[config.mk]
export PLATFORM = sky130hd
export DESIGN_NAME = bf16_dec_formatter
export DESIGN_NICKNAME = d
export VERILOG_FILES = /design/src/rtl/bf16_dec_formatter.sv
export SDC_FILE = /design/constraint.sdc
export NUM_CORES = 1
export LEC_CHECK = 0
export ABC_AREA = 1
export BUFFER_PORTS_ARGS = -buffer_cell sky130_fd_sc_hd__buf_4
export CAP_MARGIN = 40
export CORE_ASPECT_RATIO = 1.75
export CORE_MARGIN = 2
export CORE_UTILIZATION = 65
export CTS_BUF_LIST = sky130_fd_sc_hd__clkbuf_4 sky130_fd_sc_hd__clkbuf_8
export DETAILED_ROUTE_END_ITERATION = 8
export GPL_TIMING_DRIVEN = 0
export PLACE_DENSITY = 0.91
export SYNTH_ARGS = -nofsm -noshare
export SYNTH_HDL_FRONTEND = slang
export SYNTH_SLANG_ARGS = --single-unit
[constraint.sdc]
create_clock -name clk -period 9.3 [get_ports clk]
set_input_delay 2.79 -clock clk [delete_from_list [all_inputs] [get_ports clk]]
set_output_delay 2.79 -clock clk [all_outputs]
set_load 0.02 [all_outputs]
[src/rtl/bf16_dec_formatter.sv]
// BF16 -> sign + DDD.DD BCD formatter, round half-up to 0.01, saturating at 999.99.
// Start/done level handshake so it chains directly behind the BF16 ALU units.
module bf16_dec_formatter #(
    parameter int INT_DIGITS  = 3,
    parameter int FRAC_DIGITS = 2,
    parameter int NBIN        = 17
) (
    input  logic                                   clk,
    input  logic                                   rst_n,
    input  logic                                   start,
    input  logic [15:0]                            bf16_in,
    input  logic                                   err_in,
    output logic                                   sign,
    output logic [4*(INT_DIGITS+FRAC_DIGITS)-1:0]  bcd,
    output logic                                   nan,
    output logic                                   ovf,
    output logic                                   done
);
    localparam int ND = INT_DIGITS + FRAC_DIGITS;
    localparam int BW = 4 * ND;
    localparam int CW = $clog2(NBIN);
    localparam logic [BW-1:0]   SAT  = {ND{4'h9}};
    localparam logic [NBIN-1:0] NMAX = NBIN'(10 ** ND - 1);

    typedef enum logic [1:0] {IDLE, DECODE, CONVERT, DONE} state_t;
    state_t state, state_nx;

    logic [15:0]     in_q;
    logic            err_q;
    logic [NBIN-1:0] bin_q;
    logic [BW-1:0]   acc_q;
    logic [CW-1:0]   cnt_q;
    logic            nz_q;

    logic [7:0]      e;
    logic [6:0]      m;
    logic [NBIN-1:0] p, n_dec;
    logic [7:0]      kk, rs;
    logic            is_nan, is_inf, is_zero, dec_ovf, dec_norm;
    logic [BW-1:0]   adj, acc_nx;

    // Scaled magnitude N = round(|value| * 100); value = {1,m} * 2^(e-134).
    always_comb begin
        e       = in_q[14:7];
        m       = in_q[6:0];
        p       = {9'd0, 1'b1, m} * NBIN'(100);
        n_dec   = '0;
        kk      = '0;
        rs      = '0;
        dec_ovf = 1'b0;
        is_nan  = err_q || (e == 8'hFF && m != 7'd0);
        is_inf  = (e == 8'hFF) && (m == 7'd0);
        is_zero = (e == 8'h00);
        if (e >= 8'd134) begin
            kk = e - 8'd134;
            if (kk >= 8'd3) dec_ovf = 1'b1;
            else            n_dec = p << kk[1:0];
        end else begin
            rs = 8'd134 - e;
            if (rs < 8'd16) n_dec = (p + (NBIN'(1) << (rs - 8'd1))) >> rs;
        end
        if (n_dec > NMAX) dec_ovf = 1'b1;
        dec_norm = !is_nan && !is_inf && !is_zero && !dec_ovf;
    end

    // Double-dabble step: bias nibbles >= 5, then shift the next binary bit in.
    always_comb begin
        adj = acc_q;
        for (int i = 0; i < ND; i++)
            if (acc_q[4*i +: 4] >= 4'd5) adj[4*i +: 4] = acc_q[4*i +: 4] + 4'd3;
        acc_nx = {adj[BW-2:0], bin_q[NBIN-1]};
    end

    always_ff @(posedge clk or negedge rst_n) begin
        if (!rst_n) state <= IDLE;
        else        state <= state_nx;
    end

    always_comb begin
        state_nx = state;
        case (state)
            IDLE:    if (start) state_nx = DECODE;
            DECODE:  state_nx = dec_norm ? CONVERT : DONE;
            CONVERT: if (cnt_q == CW'(NBIN - 1)) state_nx = DONE;
            DONE:    if (!start) state_nx = IDLE;
            default: state_nx = IDLE;
        endcase
    end

    assign done = (state == DONE);

    // Visible outputs change only in DECODE (special paths) or on the last CONVERT step.
    always_ff @(posedge clk or negedge rst_n) begin
        if (!rst_n) begin
            in_q  <= '0;
            err_q <= 1'b0;
            bin_q <= '0;
            acc_q <= '0;
            cnt_q <= '0;
            nz_q  <= 1'b0;
            sign  <= 1'b0;
            bcd   <= '0;
            nan   <= 1'b0;
            ovf   <= 1'b0;
        end else begin
            case (state)
                IDLE: if (start) begin
                    in_q  <= bf16_in;
                    err_q <= err_in;
                end
                DECODE: begin
                    if (is_nan) begin
                        nan <= 1'b1; sign <= 1'b0; bcd <= '0;  ovf <= 1'b0;
                    end else if (is_inf || dec_ovf) begin
                        nan <= 1'b0; sign <= in_q[15]; bcd <= SAT; ovf <= 1'b1;
                    end else if (is_zero) begin
                        nan <= 1'b0; sign <= 1'b0; bcd <= '0;  ovf <= 1'b0;
                    end else begin
                        bin_q <= n_dec;
                        acc_q <= '0;
                        cnt_q <= '0;
                        nz_q  <= (n_dec != '0);
                    end
                end
                CONVERT: begin
                    bin_q <= bin_q << 1;
                    acc_q <= acc_nx;
                    cnt_q <= cnt_q + CW'(1);
                    if (cnt_q == CW'(NBIN - 1)) begin
                        bcd  <= acc_nx;
                        sign <= in_q[15] & nz_q;
                        nan  <= 1'b0;
                        ovf  <= 1'b0;
                    end
                end
                default: ;
            endcase
        end
    end
endmodule

==> results.ini, run 1 <==
[worst_setup_path]
crit_path_max_fanout = 10
critical_path_arrival_ns = 6.90
setup.worst_path.start_class = flip-flop
critical_path.max_stage_delay_ns = 0.49
cp_slowest_cell = fa_1
endpoint_kind = flip-flop
timing_worst_setup_path_type = flip-flop to flip-flop
crit_path_most_repeated_cell = inv_1
worstPathRequired_ns = 9.57

[drt]
post-route-drc-count = 0
routed-via-count = 7625
route.final.wire_length_mm = 21.4
vias_per_inst = 5.85
ant_nets = 0
drt_first_pass_iters = 5
post_drt_wl_per_cell_um = 16.4
detailedRoute.firstIterationViolations = 454

[placed_design]
gp_congestion = 1.01
post-dp-hpwl_mm = 16.9
post-place-ws_ns = 2.85
io_buffers = 43
post_dp_cell_area_mm2 = 0.00798

[yosys]
synth_cell_types = 47
synthArstFlopShare_pct = 100
postSynth.topFlopCell = dfrtp_1
synth_top_cell_area_share_pct = 28.5
syn-mean-instance-area_um2 = 6.71
synth_fp_nets = 1203
syn_area_mm2 = 0.00746
post-synth-top-area-cell = dfrtp_1
synthCells = 1112
synth.top_cells.by_area = dfrtp_1 29%, nand2_1 17%, ha_1 11%
synth_edf_count = 0
synthesis.yosys.warnings = 0
yosysSeqAreaShare_pct = 28.5
ys_seq_elements = 85

[floorplanning]
io_pins = 44
floorplan.die.height_um = 146
placement_rows = 51
fp.dieW_um = 85.0
core_area_mm2 = 0.0112
die_outline_area_mm2 = 0.0124
floorplan.initialDensity_pct = 66.8

[flow_run]
max-cap-violations = 0

[timing]
max_slew_violations = 0
hold_ws_ns = 0.484
max_freq_mhz = 151
finalHoldViolCount = 0
setup-violations-final = 0
slew_headroom_pct = 59.7
rsz_0062_raised_after_global_routing = no
timing.final.crit_period_ns = 6.64
tightestPinTransition_ns = 0.604
min_period_over_period_pct = 71.3
final.setup_skew_ns = 0.0133
setup-tns-final_ns = 0
setup_slack_ns = 2.66

[cts]
post_cts_hold_buffer_count = 0
worst_setup_hold_path_clk_slew_ns = 0.10
cts_sinks = 85
clk_path_buf_depth = 2
post_cts_resized = 0
cts_inserted_buffers = 9
root_driver = clkbuf_8
cts_tree = done
cts_setup_buffers = 0
clkLatencyLatePin_ns = 0.37
cts-htree-levels = 3

[min_path]
timing.hold.worst.class = flip-flop to flip-flop

[cells_and_area]
nNetsFinal = 1258
syn2layout_area_growth_pct = 9.64
final_layout_size_suffix_gt1_share_pct = 10.6
nFillCells = 938
antenna_cells = 0
final_design_area_no_fill_mm2 = 0.00818

[global_route]
largest_net_degree_at_the_start_of_global_routing = 67
first_global_vias = 7571
grt_pass1_wl_mm = 34.6
grt_util_all_layers_pct = 34.7
grt_antenna_before_repair = 0
overflow = 0

[status]
outcome = completed

[placed cells by master, fill, tap and decap left out, types with 3 or more instances in the layout]
master and n:
nand4_1 15, o211ai_1 6, nor2_2 5, buf_6 5, nor4_1 3, nand2_1 328, nand2_2 7, fa_1 3
inv_1 127, clkbuf_1 17, dfrtp_1 85, a31oi_1 3, nor2_1 77, nand3_1 88, xor2_1 14, nor3_1 13
inv_6 3, buf_4 48, buf_2 10, a21oi_1 52, o21ai_0 86, nand3_2 5, ha_1 68, inv_2 8
o21a_1 3, o21ai_1 39, nor2_4 3, clkbuf_8 9, or2_2 8, o21bai_1 4
[state kept, by name, indices dropped and copies added (netlist names), 2 cells and up]
register,flops
bin_q,17
in_q,16
state,2
acc_q,20
bcd,20
cnt_q,5
[final cells by class]
cell class              count  area [µm²]  share of cell area (%)
repair buffers             44         350                    4.28
flip-flops and latches     85        2130                    26.0
multi-input cells         852        4610                    56.3
well taps                 132         165                    2.02
plain buffers              38         211                    2.59
clock inverters             7        80.1                   0.979
clock buffers               9         124                    1.51
inverters                 137         514                    6.29
[cells in the mapped netlist, types with 14 or more instances]
library cell and count:
a21oi_1 52, clkbuf_1 17, dfrtp_1 85, ha_1 68, inv_1 127, nand2_1 328
nand3_1 88, nand4_1 15, nor2_1 77, o21ai_0 86, o21ai_1 39, xor2_1 14
[path summary, 6_finish.rpt]
path | from | end | slack (ns) | cells after the start
worst min register to register | bcd[19]$_DFFE_PN0P_ | bcd[19]$_DFFE_PN0P_ | 0.48 | 2
max in group asynchronous | rst_n | in_q[4]$_DFFE_PN0P_ | 6.38 | 2
min in group asynchronous | rst_n | bcd[5]$_DFFE_PN0P_ | 2.29 | 1
worst max register to register | in_q[2]$_DFFE_PN0P_ | bcd[0]$_DFFE_PN0P_ | 2.66 | 36
worst max-delay path | in_q[2]$_DFFE_PN0P_ | bcd[0]$_DFFE_PN0P_ | 2.66 | 36
worst min-delay path | bcd[19]$_DFFE_PN0P_ | bcd[19]$_DFFE_PN0P_ | 0.48 | 2
[critical path: cells and delay by family (launching register included)]
| kind | cells | cell delay [ns] |
|---|---|---|
| compound gates | 6 | 0.97 |
| fa+ha+maj | 5 | 1.79 |
| simple gates | 16 | 1.96 |
| flops | 1 | 0.47 |
| buf+inv | 8 | 0.87 |
| xor+xnor | 1 | 0.47 |
[routing by layer]
| layer | GRT usage (%) | vias up | routed length [µm] |
|---|---|---|---|
| li1 | - | 3729 | - |
| met1 | 33.4 | 3454 | 7340 |
| met5 | 0 | - | 0 |
| met2 | 65.7 | 317 | 11500 |
| met4 | 24.3 | 0 | 1620 |
| met3 | 3.80 | 125 | 887 |
[per-stage QoR]
| step | utilization [%] | std cells |
|---|---|---|
| 2_1_floorplan | - | 1112 |
| 3_3_place_gp | 71.2 | 1287 |
| 3_5_place_dp | 71.4 | 1288 |
| 4_1_cts | 73.2 | 1304 |
| 5_1_grt | 73.2 | 1304 |
| 6_report | 73.2 | 1304 |
[logic make-up after synthesis]
kind of cell	share of synthesized area [%]
xor gates and xnor gates	2.10
adders and majority gates	12.2
muxes	0.285
DFF	28.5
and+or+nand+nor	32.8
AOI/OAI and AO/OA	14.4
buffers and inverters	9.73
Power of run 1 is left out: the tool's default activity adds up to more than one toggle a clock period on the data nets, which glitch-free logic cannot reach.
==> run 2: changes to the inputs <==
ABC_AREA = 0   (was 1)
clock period = 6.27 ns   (was 9.3 ns; I/O delays follow)
==> run 2 against run 1 <==
  * Synthesized area rose by 12%
  * The run now fails in global routing (5_1_grt)
  * Synthesized cell count decreased by 16%
==> results.ini, run 2 <==
[yosys]
ys_seq_elements = 85  ; unchanged
synthesis.yosys.warnings = 0  ; unchanged
synthCells = 936  ; was 1112
synth_cell_types = 91  ; was 47
synthArstFlopShare_pct = 100  ; unchanged
post-synth-top-area-cell = dfrtp_1  ; unchanged
synth_top_cells_by_count = 85 x dfrtp_1, 77 x nand2_1, 68 x ha_1  ; was 328 x nand2_1, 127 x inv_1, 88 x nand3_1
synth.top_cells.by_area = dfrtp_1 26%, ha_1 10%, mux2_2 5.9%  ; was dfrtp_1 29%, nand2_1 17%, ha_1 11%
post-synth-top-count-cell = dfrtp_1  ; was nand2_1
synth_top_cell_area_share_pct = 25.5  ; was 28.5%
syn-mean-instance-area_um2 = 8.90  ; was 6.71 µm²
synth_edf_count = 0  ; unchanged
postSynth.topFlopCell = dfrtp_1  ; unchanged
yosysSeqAreaShare_pct = 25.5  ; was 28.5%
syn_area_mm2 = 0.00833  ; was 0.00746 mm²
synth_fp_nets = 1027  ; was 1203

[cts]
post_cts_hold_buffer_count = 0  ; unchanged
cts-htree-levels = 3  ; unchanged
root_driver = clkbuf_8  ; unchanged
cts_sinks = 85  ; unchanged
clk_path_buf_depth = 2  ; unchanged
cts_inserted_buffers = 9  ; unchanged

[status]
flow.first_error = [ERROR GRT-0232] Routing congestion too high. Check the congestion heatmap in the GUI.
stopping_stage = global routing (5_1_grt)
outcome = aborted with a tool error  ; was completed

[floorplanning]
floorplan.initialDensity_pct = 66.7  ; was 66.8%
floorplan.die.height_um = 154  ; was 146 µm
io_pins = 44  ; unchanged
fp.dieW_um = 89.6  ; was 85.0 µm
placement_rows = 54  ; was 51

[placed_design]
post-place-ws_ns = -1.64  ; was 2.85 ns
dp_cells = 1149  ; was 1288
post-dp-hpwl_mm = 19.4  ; was 16.9 mm
gp_congestion = 1.04  ; was 1.01
io_buffers = 43  ; unchanged

[global_route]
grt_util_all_layers_pct = 64.8
largest_net_degree_at_the_start_of_global_routing = 62
overflow = 111

[timing]
worst_ep_kind = register input
postGrtWorstEndpoint = acc_q[16]$_DFFE_PN0P_/D

## run 2: cell types whose count changed after synthesis, sizes merged, moves of 17 or more
cell / delta
inv: -70
nand3: -63
mux2i: +49
mux2: +57
nand2b: +17
o21ai: -75
nand2: -259
xnor2: +17
nor2: -24
## run 2: cell families after synthesis
group                      count (synthesis)  share of synthesized area (%)
and+or+nand+nor                          301                           19.0
AOI/OAI and AO/OA                        219                           19.2
buffers and inverters                    118                           6.34
muxes                                    112                           15.6
DFF                                       85                           25.5
adders and majority gates                 71                           10.9
xor gates and xnor gates                  30                           3.42
## run 2: repair_timing
item	in CTS
hold endpoints to repair	0
setup buffers	47
pin swaps	41
gates cloned	1
setup endpoints to repair	67
resized for setup	123
## run 2: layer usage
layer,GRT overflow,track usage [%]
met5,0,6.32
met4,44,64.5
met3,2,42.7
met2,65,86.4
met1,0,62.9
## run 2: metrics by stage
stage | util [%] | cell area [µm²]
2_1_floorplan | - | 8340
3_3_place_gp | 71.0 | 8870
3_5_place_dp | 71.3 | 8910
4_1_cts | 80.8 | 10100
==> run 3: changes to the inputs <==
CORE_ASPECT_RATIO = not set   (was 1.75)
CORE_UTILIZATION = 40   (was 65)
CTS_BUF_LIST = not set   (was sky130_fd_sc_hd__clkbuf_4 sky130_fd_sc_hd__clkbuf_8)
PLACE_DENSITY = not set   (was 0.91)
PLACE_DENSITY_LB_ADDON = 0.15   (was not set)
==> run 3 against run 2 <==
  * The flow now finishes without violations
  * Synthesized cell count unchanged
  * Synthesized area unchanged
==> results.ini, run 3 <==
[status]
outcome = completed  ; was aborted with a tool error

[timing]
setup-violations-final = 0
final.setup_skew_ns = 0.0141
tightestPinTransition_ns = 0.752
finalHoldViolCount = 0
slew_headroom_pct = 49.8
min_period_over_period_pct = 98.8
max_slew_violations = 0
setup-tns-final_ns = 0
timing.final.crit_period_ns = 6.19
rsz_0062_raised_after_global_routing = yes
max_freq_mhz = 161

[drt]
post-route-drc-count = 0
route.final.wire_length_mm = 26.0
post_drt_wl_per_cell_um = 19.5
routed-via-count = 7729
ant_nets = 0
drt_first_pass_iters = 7
vias_per_inst = 5.79
detailedRoute.firstIterationViolations = 493

[yosys]
synthCells = 936  ; unchanged
synth_cell_types = 91  ; unchanged
syn-mean-instance-area_um2 = 8.90  ; unchanged
synth_fp_nets = 1027  ; unchanged
synth_edf_count = 0  ; unchanged
synth_top_cells_by_count = 85 x dfrtp_1, 77 x nand2_1, 68 x ha_1  ; unchanged
synthArstFlopShare_pct = 100  ; unchanged
post-synth-top-area-cell = dfrtp_1  ; unchanged
ys_seq_elements = 85  ; unchanged
synth.top_cells.by_area = dfrtp_1 26%, ha_1 10%, mux2_2 5.9%  ; unchanged
post-synth-top-count-cell = dfrtp_1  ; unchanged
synth_top_cell_area_share_pct = 25.5  ; unchanged
yosysSeqAreaShare_pct = 25.5  ; unchanged
postSynth.topFlopCell = dfrtp_1  ; unchanged
synthesis.yosys.warnings = 0  ; unchanged
syn_area_mm2 = 0.00833  ; unchanged

[cts]
post_cts_hold_buffer_count = 0  ; unchanged
cts_tree = done
root_driver = clkbuf_16  ; was clkbuf_8
clk_path_buf_depth = 2  ; unchanged
clkLatencyLatePin_ns = 0.35
cts-htree-levels = 3  ; unchanged
cts_inserted_buffers = 9  ; unchanged
cts_sinks = 85  ; unchanged
worst_setup_hold_path_clk_slew_ns = 0.07

[cells_and_area]
syn2layout_area_growth_pct = 31.5
layout_commonest_cell = buf_4
final_layout_size_suffix_gt1_share_pct = 35.4
commonest_non_fill_non_tap_cells_in_the_layout = 118 x buf_4, 78 x dfrtp_1, 71 x nand2_1
seq_area_mm2 = 0.00214
antenna_cells = 0
final_design_area_no_fill_mm2 = 0.0110
nFillCells = 1878
multi_input_area_mm2 = 0.00653
finalCoreUtilization_pct = 53.8
reg.largest.list = acc_q (20), bcd (20), bin_q (17)
nNetsFinal = 1152

[global_route]
overflow = 0
grt_antenna_before_repair = 0
first_global_vias = 7328
grt_util_all_layers_pct = 23.2
largest_net_degree_at_the_start_of_global_routing = 62
grt_pass1_wl_mm = 40.4

[worst_setup_path]
endpoint_kind = flip-flop
timing_worst_setup_path_type = flip-flop to flip-flop
worstPathRequired_ns = 6.50
crit_path_max_fanout = 7
setup.reg_to_reg.worst_slack_ns = 0.08
setup.worst_path.start_class = flip-flop
critical_path_arrival_ns = 6.42

[floorplanning]
floorplan.die.height_um = 148  ; was 154 µm
placement_rows = 52  ; was 54
core_area_mm2 = 0.0204
floorplan.initialDensity_pct = 40.9  ; was 66.7%
io_pins = 44  ; unchanged
die_outline_area_mm2 = 0.0220
fp.dieW_um = 148  ; was 89.6 µm

[placed_design]
post-dp-hpwl_mm = 18.5  ; was 19.4 mm
io_buffers = 43  ; unchanged
post_dp_cell_area_mm2 = 0.00904  ; was 0.00891 mm²
gp_congestion = 0.932  ; was 1.04

[min_path]
timing.hold.worst.class = flip-flop to flip-flop

[flow_run]
max-cap-violations = 0

==> run 3: cell counts after synthesis <==
No cell type changed its count.
==> run 3: cell families (layout without fill, tap and decap cells) <==
| logic type | after synthesis | count (layout) | synth area share (%) |
|---|---|---|---|
| and+or+nand+nor | 301 | 301 | 19.0 |
| AOI/OAI and AO/OA | 219 | 219 | 19.2 |
| muxes | 112 | 112 | 15.6 |
| xor gates and xnor gates | 30 | 30 | 3.42 |
| buffers and inverters | 118 | 248 | 6.34 |
| adders and majority gates | 71 | 71 | 10.9 |
| DFF | 85 | 85 | 25.5 |
==> run 3: layout make-up <==
class                      count  area share (%)
tap                          270            3.08
buffer                        44            3.23
timing repair buffer         123            9.33
clock inverter                 6           0.868
clock buffer                  10            2.09
sequential                    85            19.5
inverter                      65            2.28
multi-input combinational    733            59.6
==> run 3: timing repair <==
action / in CTS / in global routing
endpoints found under the setup margin: 67 / 67
buffers inserted: 51 / 25
endpoints found under the hold margin: 0 / 0
pin swaps: 43 / 43
gates resized for setup: 141 / 78
cloned: 1 / 1
==> run 3: per-stage QoR <==
step,hold WS (ns),setup WS [ns],instances
floorplan,0.479,0.0156,936
global placement,0.466,-1.77,1249
detailed placement,0.494,-1.73,1251
CTS,0.508,0.00611,1312
global route,0.524,-0.118,1336
finish,0.497,0.0770,1336
==> run 3: final timing paths <==
path / startpoint / to / cells past startpoint
setup / recovery: in_q[8]$_DFFE_PN0P_ / bin_q[11]$_DFFE_PN0P_ / 26
hold / removal: nan$_DFFE_PN0P_ / nan$_DFFE_PN0P_ / 1
setup reg to reg: in_q[8]$_DFFE_PN0P_ / bin_q[11]$_DFFE_PN0P_ / 26
hold reg to reg: nan$_DFFE_PN0P_ / nan$_DFFE_PN0P_ / 1
max in group asynchronous: rst_n / in_q[7]$_DFFE_PN0P_ / 2
min in group asynchronous: rst_n / in_q[5]$_DFFE_PN0P_ / 1
==> run 3: routing by layer <==
metal  share of wire [%]  global-route usage (%)  vias to the layer above
li1                    -                       -                     3680
met1                  47                    33.9                     3786
met2                  45                    35.7                      212
met3                 4.9                    3.77                       51
met4                 2.6                    6.29                        0
met5                   0                       0                        -
==> run 3: critical path, cell delays in order (launching register included) <==
cell,delay [ns]
dfrtp_2,0.51
buf_8,0.17
clkinvlp_4,0.15
ha_4,0.30
buf_8,0.13
nand2_8,0.06
or3_4,0.34
o32ai_4,0.23
a22o_4,0.24
nand2_4,0.10
nor2_4,0.15
ha_4,0.23
o21a_1,0.20
o31a_1,0.37
and3_4,0.19
nor4_4,0.40
buf_4,0.18
mux2i_2,0.07
a2bb2oi_2,0.22
o211a_1,0.23
nand4_1,0.19
or4b_4,0.62
buf_8,0.15
nand3_4,0.08
buf_12,0.12
buf_12,0.11
mux2_4,0.30
Power of run 3 is left out for the same reason.
